File: src/rtl/core_run_pkg.sv
`default_nettype none
// ============================================================================
// Module      : core_run_pkg
// Description : Shared state encoding and constants for the core run controller.
// Revision    : 1.0 - initial release
// ============================================================================
package core_run_pkg;

  typedef enum logic [1:0] {
    ST_IDLE  = 2'd0,
    ST_RESET = 2'd1,
    ST_RUN   = 2'd2,
    ST_DONE  = 2'd3
  } run_state_e;

  localparam logic [31:0] c_TOHOST_ADDR = 32'h0000_0FFC;
  localparam logic [31:0] c_PASS_VALUE  = 32'd1;

endpackage
`default_nettype wire

File: src/rtl/core_run_ctrl_counter.sv
`default_nettype none
// ============================================================================
// Module      : run_cycle_counter
// Description : Saturating up-counter with clear, enable and terminal compare.
// Revision    : 1.0 - initial release
// ============================================================================
module run_cycle_counter
  import core_run_pkg::*;
#(
  parameter int CNT_W = 32
) (
  input  logic             clk,
  input  logic             rst,
  input  logic             i_clr,
  input  logic             i_en,
  input  logic [CNT_W-1:0] i_term,
  output logic [CNT_W-1:0] o_count,
  output logic             o_term
);

  logic [CNT_W-1:0] r_count;

  always_ff @(posedge clk or posedge rst) begin
    if (rst) begin
      r_count <= '0;
    end else if (i_clr) begin
      r_count <= '0;
    end else if (i_en && (r_count != {CNT_W{1'b1}})) begin
      r_count <= r_count + CNT_W'(1);
    end
  end

  assign o_count = r_count;
  assign o_term  = (r_count == i_term);

endmodule
`default_nettype wire

File: src/rtl/core_run_ctrl.sv
`default_nettype none
// ============================================================================
// Module      : core_run_ctrl
// Description : Sequences core reset, runs the core, and ends the run on a
//               tohost store or watchdog timeout. Optional PC self-loop stall
//               detection is enabled by defining CORE_RUN_STALL_DETECT_EN.
// Revision    : 1.0 - initial release
// ============================================================================
module core_run_ctrl
  import core_run_pkg::*;
#(
  parameter int                RST_CYCLES     = 4,
  parameter int                CNT_W          = 32,
  parameter int                TIMEOUT_CYCLES = 100000,
  parameter int                ADDR_W         = 32,
  parameter int                DATA_W         = 32,
  parameter logic [ADDR_W-1:0] TOHOST_ADDR    = ADDR_W'(c_TOHOST_ADDR),
  parameter int                STALL_CYCLES   = 8
) (
  input  logic              clk,
  input  logic              rst,
  input  logic              i_start,
  input  logic              i_mem_we,
  input  logic [ADDR_W-1:0] i_mem_addr,
  input  logic [DATA_W-1:0] i_mem_wdata,
  input  logic [ADDR_W-1:0] i_pc,
  output logic              o_core_rst,
  output logic              o_running,
  output logic              o_done,
  output logic              o_pass,
  output logic              o_timeout,
  output logic [DATA_W-1:0] o_fail_code,
  output logic [CNT_W-1:0]  o_cycle_count
`ifdef CORE_RUN_STALL_DETECT_EN
  ,
  output logic              o_stalled
`endif
);

  localparam int c_RST_W = (RST_CYCLES > 1) ? $clog2(RST_CYCLES) : 1;

  run_state_e        r_state;
  run_state_e        w_next;
  logic              w_start_go;
  logic              w_store;
  logic              w_pass_store;
  logic              w_stall_hit;
  logic              w_rst_term;
  logic              w_cyc_term;
  logic [c_RST_W-1:0] w_rst_cnt_unused;

  logic              r_core_rst;
  logic              r_running;
  logic              r_done;
  logic              r_pass;
  logic              r_timeout;
  logic [DATA_W-1:0] r_fail_code;

  assign w_start_go   = i_start && ((r_state == ST_IDLE) || (r_state == ST_DONE));
  // A zero write to tohost is not a completion; it lets programs clear the slot.
  assign w_store      = i_mem_we && (i_mem_addr == TOHOST_ADDR) && (i_mem_wdata != '0);
  assign w_pass_store = (i_mem_wdata == DATA_W'(c_PASS_VALUE));

  run_cycle_counter #(.CNT_W(c_RST_W)) u_rst_counter (
    .clk     (clk),
    .rst     (rst),
    .i_clr   (w_start_go),
    .i_en    (r_state == ST_RESET),
    .i_term  (c_RST_W'(RST_CYCLES - 1)),
    .o_count (w_rst_cnt_unused),
    .o_term  (w_rst_term)
  );

  run_cycle_counter #(.CNT_W(CNT_W)) u_cycle_counter (
    .clk     (clk),
    .rst     (rst),
    .i_clr   (w_start_go),
    .i_en    (r_state == ST_RUN),
    .i_term  (CNT_W'(TIMEOUT_CYCLES - 1)),
    .o_count (o_cycle_count),
    .o_term  (w_cyc_term)
  );

`ifdef CORE_RUN_STALL_DETECT_EN
  localparam int c_STALL_W = $clog2(STALL_CYCLES + 1);

  logic [ADDR_W-1:0]    r_prev_pc;
  logic                 r_pc_valid;
  logic [c_STALL_W-1:0] r_stall_cnt;
  logic                 r_stalled;
  logic                 w_pc_repeat;

  assign w_pc_repeat = (r_state == ST_RUN) && r_pc_valid && (i_pc == r_prev_pc);
  assign w_stall_hit = w_pc_repeat && (r_stall_cnt == c_STALL_W'(STALL_CYCLES - 1));

  always_ff @(posedge clk or posedge rst) begin
    if (rst) begin
      r_prev_pc   <= '0;
      r_pc_valid  <= 1'b0;
      r_stall_cnt <= '0;
    end else if (r_state != ST_RUN) begin
      r_pc_valid  <= 1'b0;
      r_stall_cnt <= '0;
    end else begin
      r_prev_pc   <= i_pc;
      r_pc_valid  <= 1'b1;
      r_stall_cnt <= w_pc_repeat ? (r_stall_cnt + c_STALL_W'(1)) : '0;
    end
  end

  always_ff @(posedge clk or posedge rst) begin
    if (rst) begin
      r_stalled <= 1'b0;
    end else if (w_start_go) begin
      r_stalled <= 1'b0;
    end else if ((r_state == ST_RUN) && !w_store && w_stall_hit) begin
      r_stalled <= 1'b1;
    end
  end

  assign o_stalled = r_stalled;
`else
  logic w_unused_pc;
  assign w_unused_pc = ^{i_pc, (STALL_CYCLES > 0)};
  assign w_stall_hit = 1'b0;
`endif

  always_comb begin
    w_next = r_state;
    case (r_state)
      ST_IDLE:  if (i_start) w_next = ST_RESET;
      ST_RESET: if (w_rst_term) w_next = ST_RUN;
      ST_RUN:   if (w_store || w_stall_hit || w_cyc_term) w_next = ST_DONE;
      ST_DONE:  if (i_start) w_next = ST_RESET;
      default:  w_next = ST_IDLE;
    endcase
  end

  always_ff @(posedge clk or posedge rst) begin
    if (rst) begin
      r_state <= ST_IDLE;
    end else begin
      r_state <= w_next;
    end
  end

  // Control outputs follow the next state so they line up with r_state.
  always_ff @(posedge clk or posedge rst) begin
    if (rst) begin
      r_core_rst  <= 1'b1;
      r_running   <= 1'b0;
      r_done      <= 1'b0;
      r_pass      <= 1'b0;
      r_timeout   <= 1'b0;
      r_fail_code <= '0;
    end else begin
      r_core_rst <= (w_next != ST_RUN);
      r_running  <= (w_next == ST_RUN);
      r_done     <= (w_next == ST_DONE);
      if (w_start_go) begin
        r_pass      <= 1'b0;
        r_timeout   <= 1'b0;
        r_fail_code <= '0;
      end else if (r_state == ST_RUN) begin
        if (w_store) begin
          r_pass      <= w_pass_store;
          r_fail_code <= w_pass_store ? '0 : (i_mem_wdata >> 1);
        end else if (!w_stall_hit && w_cyc_term) begin
          r_timeout <= 1'b1;
        end
      end
    end
  end

  assign o_core_rst  = r_core_rst;
  assign o_running   = r_running;
  assign o_done      = r_done;
  assign o_pass      = r_pass;
  assign o_timeout   = r_timeout;
  assign o_fail_code = r_fail_code;

endmodule
`default_nettype wire

File: config.mk
export PLATFORM = sky130hd
export DESIGN_NAME = core_run_ctrl
export DESIGN_NICKNAME = d
export VERILOG_FILES = /design/src/rtl/core_run_pkg.sv /design/src/rtl/core_run_ctrl_counter.sv /design/src/rtl/core_run_ctrl.sv
export SDC_FILE = /design/constraint.sdc
export NUM_CORES = 1
export LEC_CHECK = 0
export ABC_AREA = 1
export CELL_PAD_IN_SITES_DETAIL_PLACEMENT = 2
export CELL_PAD_IN_SITES_GLOBAL_PLACEMENT = 2
export CORE_UTILIZATION = 23
export CTS_CLUSTER_DIAMETER = 120
export DETAILED_ROUTE_END_ITERATION = 10
export HOLD_SLACK_MARGIN = 0.08
export PLACE_DENSITY = 0.94
export RECOVER_POWER = 50
export SETUP_SLACK_MARGIN = 0.05
export SLEW_MARGIN = 15
export SYNTH_ARGS = -nofsm -noshare
export SYNTH_HDL_FRONTEND = slang
export SYNTH_SLANG_ARGS = --single-unit
File: constraint.sdc
create_clock -name clk -period 3.1 [get_ports clk]
set_input_delay 0.62 -clock clk [delete_from_list [all_inputs] [get_ports clk]]
set_output_delay 0.62 -clock clk [all_outputs]
set_load 0.01 [all_outputs]
Word-level counts from Yosys, hierarchy flattened
Cells that the tools add are included.

operators by class
  equal/unequal tests = 13
  muxes and demuxes = 19
  div/mod/pow operators = 0
  $mul = 0
  bitwise logic cells = 0
  $lt $le $gt $ge = 0
  add/subtract/negate cells = 2
  shifts and indexed selects = 0
  reductions and logical operators = 17

operators by type and width
  cell                                              count
  two-way mux 32 bit                                5
  adder 32 x 1 -> 32 bit (second input constant)    1
  == test 32 x 1 -> 1 bit (second input constant)   1
  == test 32 x 12 -> 1 bit (second input constant)  1
  == test 32 x 17 -> 1 bit (second input constant)  1
  != test 32 bit (second input constant)            1
  nonzero test 32 bit                               1
  two-way mux 31 bit                                1
  == test 2 bit (second input constant)             5
  two-way mux 2 bit                                 5
  nonzero test 2 bit                                5
  two-way mux 1 bit                                 7
  one-hot mux 2 bit (3 select lines)                1
  logical AND 1 bit                                 5
  != test 2 bit (second input constant)             2
  AND reduction 3 bit                               1
  adder 2 x 1 -> 2 bit (second input constant)      1
  == test 2 x 1 -> 1 bit (second input constant)    1
  zero test 2 bit                                   1
  logical OR 1 bit                                  2
  != test 2 x 1 -> 1 bit (second input constant)    1
  AND reduction 2 bit                               1
  OR reduction 2 bit                                1

word-level totals
  output and inout port bits = 69
  bits in latches = 0
  memories kept = 0
  flip-flop bits (word level) = 73
  memory bits (writable) = 0
  bits in read-only memories = 0

Logic depth before layout (Yosys ltp)
  depth in word-level cells = 7
  gate-level depth with buffers = 12
  depth with buffers taken out = 12

Cells and area by module
Synthesis repeated with hierarchy kept, for this count alone.

second synthesis, totals
  cells, all modules = 684
  area total of the unflattened synthesis = 4842.1 sq um

modules (own cells, without submodules)
  module                                area an instance (sq um)  instances  cells an instance  seq. area each (sq um)
  run_cycle_counter at u_cycle_counter  2652.5                    1          417                800.8
  core_run_ctrl                         2037.0                    1          242                952.2
  run_cycle_counter at u_rst_counter    152.6                     1          25                 50.0

Worst setup path before layout
Ideal clock, no wire load.

  path kind = input-to-reg
  start point = input i_mem_addr[27]
  end point = register r_pass, in the netlist o_pass
  slack = 1.320 ns
  library setup time = 0.135 ns
  stages on the path = 11
  path buffers = 1
  data arrival time = 1.645 ns
  cell sequence = nor2_1 -> nand2_1 -> nor2_1 -> nand3_1 -> nor2_1 -> nand3_1 -> nand2_2 -> inv_2 -> buf_2 -> nand2_1 -> o31ai_1

between the ends
  word-level cells in the longest chain between the ends = 5

ends and longest elaborated chain
  element                               line                  text
  from (decl)                           core_run_ctrl.sv:24   input logic [ADDR_W-1:0] i_mem_addr,
  == test 32 x 12 -> 1 bit              core_run_ctrl.sv:61   assign w_store = i_mem_we && (i_mem_addr == TOHOST_ADDR) && (i_mem_wdata != '0);
  logical AND 1 bit (2 in a row)        core_run_ctrl.sv:61
  nonzero test 2 bit (no source line)   --
  AND reduction 2 bit (no source line)  --
  to (signal assigned)                  core_run_ctrl.sv:166  r_pass <= w_pass_store;
  to (decl)                             core_run_ctrl.sv:55   logic r_pass;

No other way between the ends.
A chain may end at the register's enable or synchronous reset.

Worst setup path after layout
  start point = input i_mem_addr[19]
  end point = register r_fail_code[20], in the netlist o_fail_code[20]

between the ends
  word-level cells in the longest chain between the ends = 5

ends and longest elaborated chain
  element                               line                  text
  == test 32 x 12 -> 1 bit              core_run_ctrl.sv:61
  logical AND 1 bit (2 in a row)        core_run_ctrl.sv:61
  nonzero test 2 bit (no source line)   --
  AND reduction 2 bit (no source line)  --
  to (signal assigned)                  core_run_ctrl.sv:167  r_fail_code <= w_pass_store ? '0 : (i_mem_wdata >> 1);
  to (decl)                             core_run_ctrl.sv:57   logic [DATA_W-1:0] r_fail_code;

No other way between the ends.

==> results.yml <==
critical_path:
  slowest_delay_ns: 0.54
  path_cells: "dlygate4sd3_1 > nor2_1 > nand2_1 > nor2_1 > nand3_1 > nor2_1 > nand3_1 > nand2_2 > inv_2 > nand2_1 > o21ai_1"
  crit_required_ns: 3.33
  reg2reg_slack_ns: 0.65
  cpMaxStageDelayCell: "dlygate4sd3_1"
  cpMostUsedCell: "nor2_1"
  cp.arrival_ns: 2.73
  worstSetupPathType: "input port to register"
  rr_endpoint: "o_fail_code[22]$_DFFE_PP0P_"
  cp-end-kind: "register"
  critPathTopFamily: "simple AND/OR/NAND/NOR gates"
  r2r_start: "r_state[0]$_DFF_PP0_"
  crit_buf_inv: 2
  worst-path-max-fanout: 32
  reg2regPathDepth: 9
  critical_path.startpoint_type: "input port"
global_routing:
  antenna_found_initial: 0
  grt_max_degree: 33
  grt_pass1_wl_um: 25300
  gr-total-overflow: 0
  grt_pass1_vias: 4889
  grtUsageTotal_pct: 18.2
sta:
  fmax_ghz: 0.400
  relSlewSlack_pct: 21.5
  hold_viol_final: 0
  slew_violations: 0
  fin_crit_ns: 2.50
  setup_violations: 0
  tns_ns: 0
  tightest_slew_ns: 1.18
  rsz0062_at_grt: "false"
  finalCritPeriodShare_pct: 80.6
  skew_ns: 0.00565
drt:
  detail_route.first_pass.iterations: 4
  route.antenna.remaining_nets: 0
  wire_per_inst_um: 16.6
  drc: 0
  finalWirelength_um: 15800
  vias_per_cell: 4.61
  drt_iter0_drc: 135
  vias: 4395
clock_tree:
  clkTransAtPathRegs_ns: 0.06
  cts.sinks: 72
  cts_resized: 0
  numCtsBuffers: 9
  cts_tree: "yes"
  ctsHoldBuffers: 0
  cts_setup_buffers: 0
  clock_latency_ns: 0.35
  root_buffer: "clkbuf_16"
  cts_max_level: 3
  clockBufferDepth: 2
placed_design:
  io_buffers: 135
  place_hpwl_um: 12300
  dp_cells: 937
  place_congestion: 0.852
min_path:
  holdCritStartpoint: "o_fail_code[18]$_DFFE_PP0P_"
  hold_end: "o_fail_code[18]$_DFFE_PP0P_"
  hold_class: "register to register"
  hold_path_depth: 2
layout:
  finalNonFillerCells: 953
  fillers: 2071
  drive_gt1_share_pct: 5.77
  nNetsFinal: 827
  diodes: 0
  area_delta_synth_final_pct: 44.9
pwr:
  power.leakage_uw: 0.00281
  p_int_uw: 1970
  clockPowerShare_pct: 30.3
  combPwrFrac_pct: 35.5
  swShare_pct: 39.2
  power_density_nw_per_um2: 540
  pwr-share-seq_pct: 34.2
  p_switching_uw: 1270
  ir_drop_v: 0.000290
floorplan:
  start_util_pct: 23.8
  fp.dieArea_um2: 18500
  io_pins: 169
  chipHeight_um: 136
  core_um2: 17400
  row_count: 48
  die_w_um: 136
logic_synthesis:
  synthDistinctLibCells: 33
  netlist_instances: 586
  synth_top_area_share_pct: 42.9
  yosysWarnings: 0
  yosys-top-cells-area: "dfrtp_1, nand2_1, nor2_1"
  synth.cell_area_um2: 4140
  synth_largest_area_cell: "dfrtp_1"
  synth_seq_area_share_pct: 43.6
  ys_seq_elements: 72
  syn_area_per_cell_um2: 7.06
  syn_nets: 690
run:
  cap_viol_max_count: 0
status:
  status: "complete, no violations"
worst min-delay path: stages, from the launching register on:
cell and delay, ns:
dfrtp_1 0.34, nand2_1 0.05, nand2_1 0.05
layer usage:
metal	vias to the layer above	part of all wire, %	GRT usage, %	wire length [um]
li1	2102	-	-	-
met1	2160	38	18.9	6050
met2	117	53	33.6	8370
met3	16	7.6	7.23	1210
met4	0	1.3	4.75	207
met5	-	0	0	0
through the flow:
step                      cell area, um2  worst slack (ns)  utilization [%]  hold WS (ns)  total power [uW]
after CTS                           6010             0.543             34.5         0.482              3340
final                               5990             0.601             34.4         0.470              3240
after global placement              5740             0.314             32.9         0.454              2280
after detailed placement            5740             0.169             32.9         0.466              2330
after floorplan                     4140             0.657                -         0.446              1860
after global routing                5990             0.281             34.4         0.512              3450
worst max-delay path by stage:
stage | from | to | depth (start not counted)
2_1_floorplan | rst | o_done$_DFF_PP0_ | 1
3_3_place_gp | i_mem_wdata[28] | o_pass$_DFFE_PP0P_ | 10
3_5_place_dp | i_mem_wdata[6] | o_fail_code[20]$_DFFE_PP0P_ | 12
4_1_cts | i_mem_wdata[5] | o_fail_code[20]$_DFFE_PP0P_ | 12
5_1_grt | i_mem_addr[19] | o_pass$_DFFE_PP0P_ | 11
6_report | i_mem_addr[19] | o_fail_code[20]$_DFFE_PP0P_ | 11
cell type report:
cell class,instances,area (um2),area share (%)
multi-input combinational,432,1990,33.2
sequential,72,1800,30.1
timing repair buffer,141,1390,23.2
tap,225,282,4.70
inverter,67,254,4.24
clock buffer,10,229,3.82
clock inverter,6,45.0,0.751
logic make-up after synthesis:
kind of cell / count (synthesis) / synth area share [%]
compound gates: 45 / 6.50
buf+inv: 82 / 8.32
flops: 72 / 43.6
other cells: 1 / 0.0906
fa+ha+maj: 4 / 1.21
simple gates: 365 / 36.7
xor+xnor: 17 / 3.60
cells in the final DEF (no fill, tap or decap), types with 6 or more instances in the layout:
cell type / synthesis / final
o21ai_0: 6 / 6
nand4_1: 14 / 14
dlygate4sd3_1: 0 / 33
dfrtp_1: 71 / 71
clkdlybuf4s50_1: 0 / 102
nor3_1: 12 / 12
nor2_1: 97 / 97
inv_1: 63 / 64
nand3_1: 35 / 35
o21ai_2: 7 / 7
o21ai_1: 20 / 20
a21oi_1: 8 / 8
nand2_1: 196 / 196
clkbuf_16: 0 / 9
xor2_1: 9 / 9
xnor2_1: 8 / 8
power groups by stage:
stage | clock network [uW] | logic [uW] | registers [uW]
after floorplan | 0 | 713 | 1150
after global placement | 0 | 1160 | 1130
after detailed placement | 0 | 1200 | 1130
after CTS | 1020 | 1210 | 1110
after global routing | 1050 | 1280 | 1120
final | 980 | 1150 | 1110
cells in the mapped netlist, drive strengths merged:
cell / n
nand4: 15
dfstp: 1
o21ai: 33
nand3: 35
a22oi: 1
nor3: 12
inv: 67
a31oi: 1
nand2: 198
conb: 1
clkbuf: 4
nor3b: 2
nor2: 103
dfrtp: 71
a21oi: 9
o31ai: 1
xor2: 9
ha: 4
buf: 11
xnor2: 8
flip-flops by register name, summed over array words and instances (netlist names):
register                 cells
o_pass                       1
o_timeout                    1
u_cycle_counter.o_count     32
o_core_rst                   1
o_fail_code                 31
o_done                       1
r_state                      2
u_rst_counter.o_count        2
o_running                    1
No activity file was read; power rests on OpenSTA's default activity.
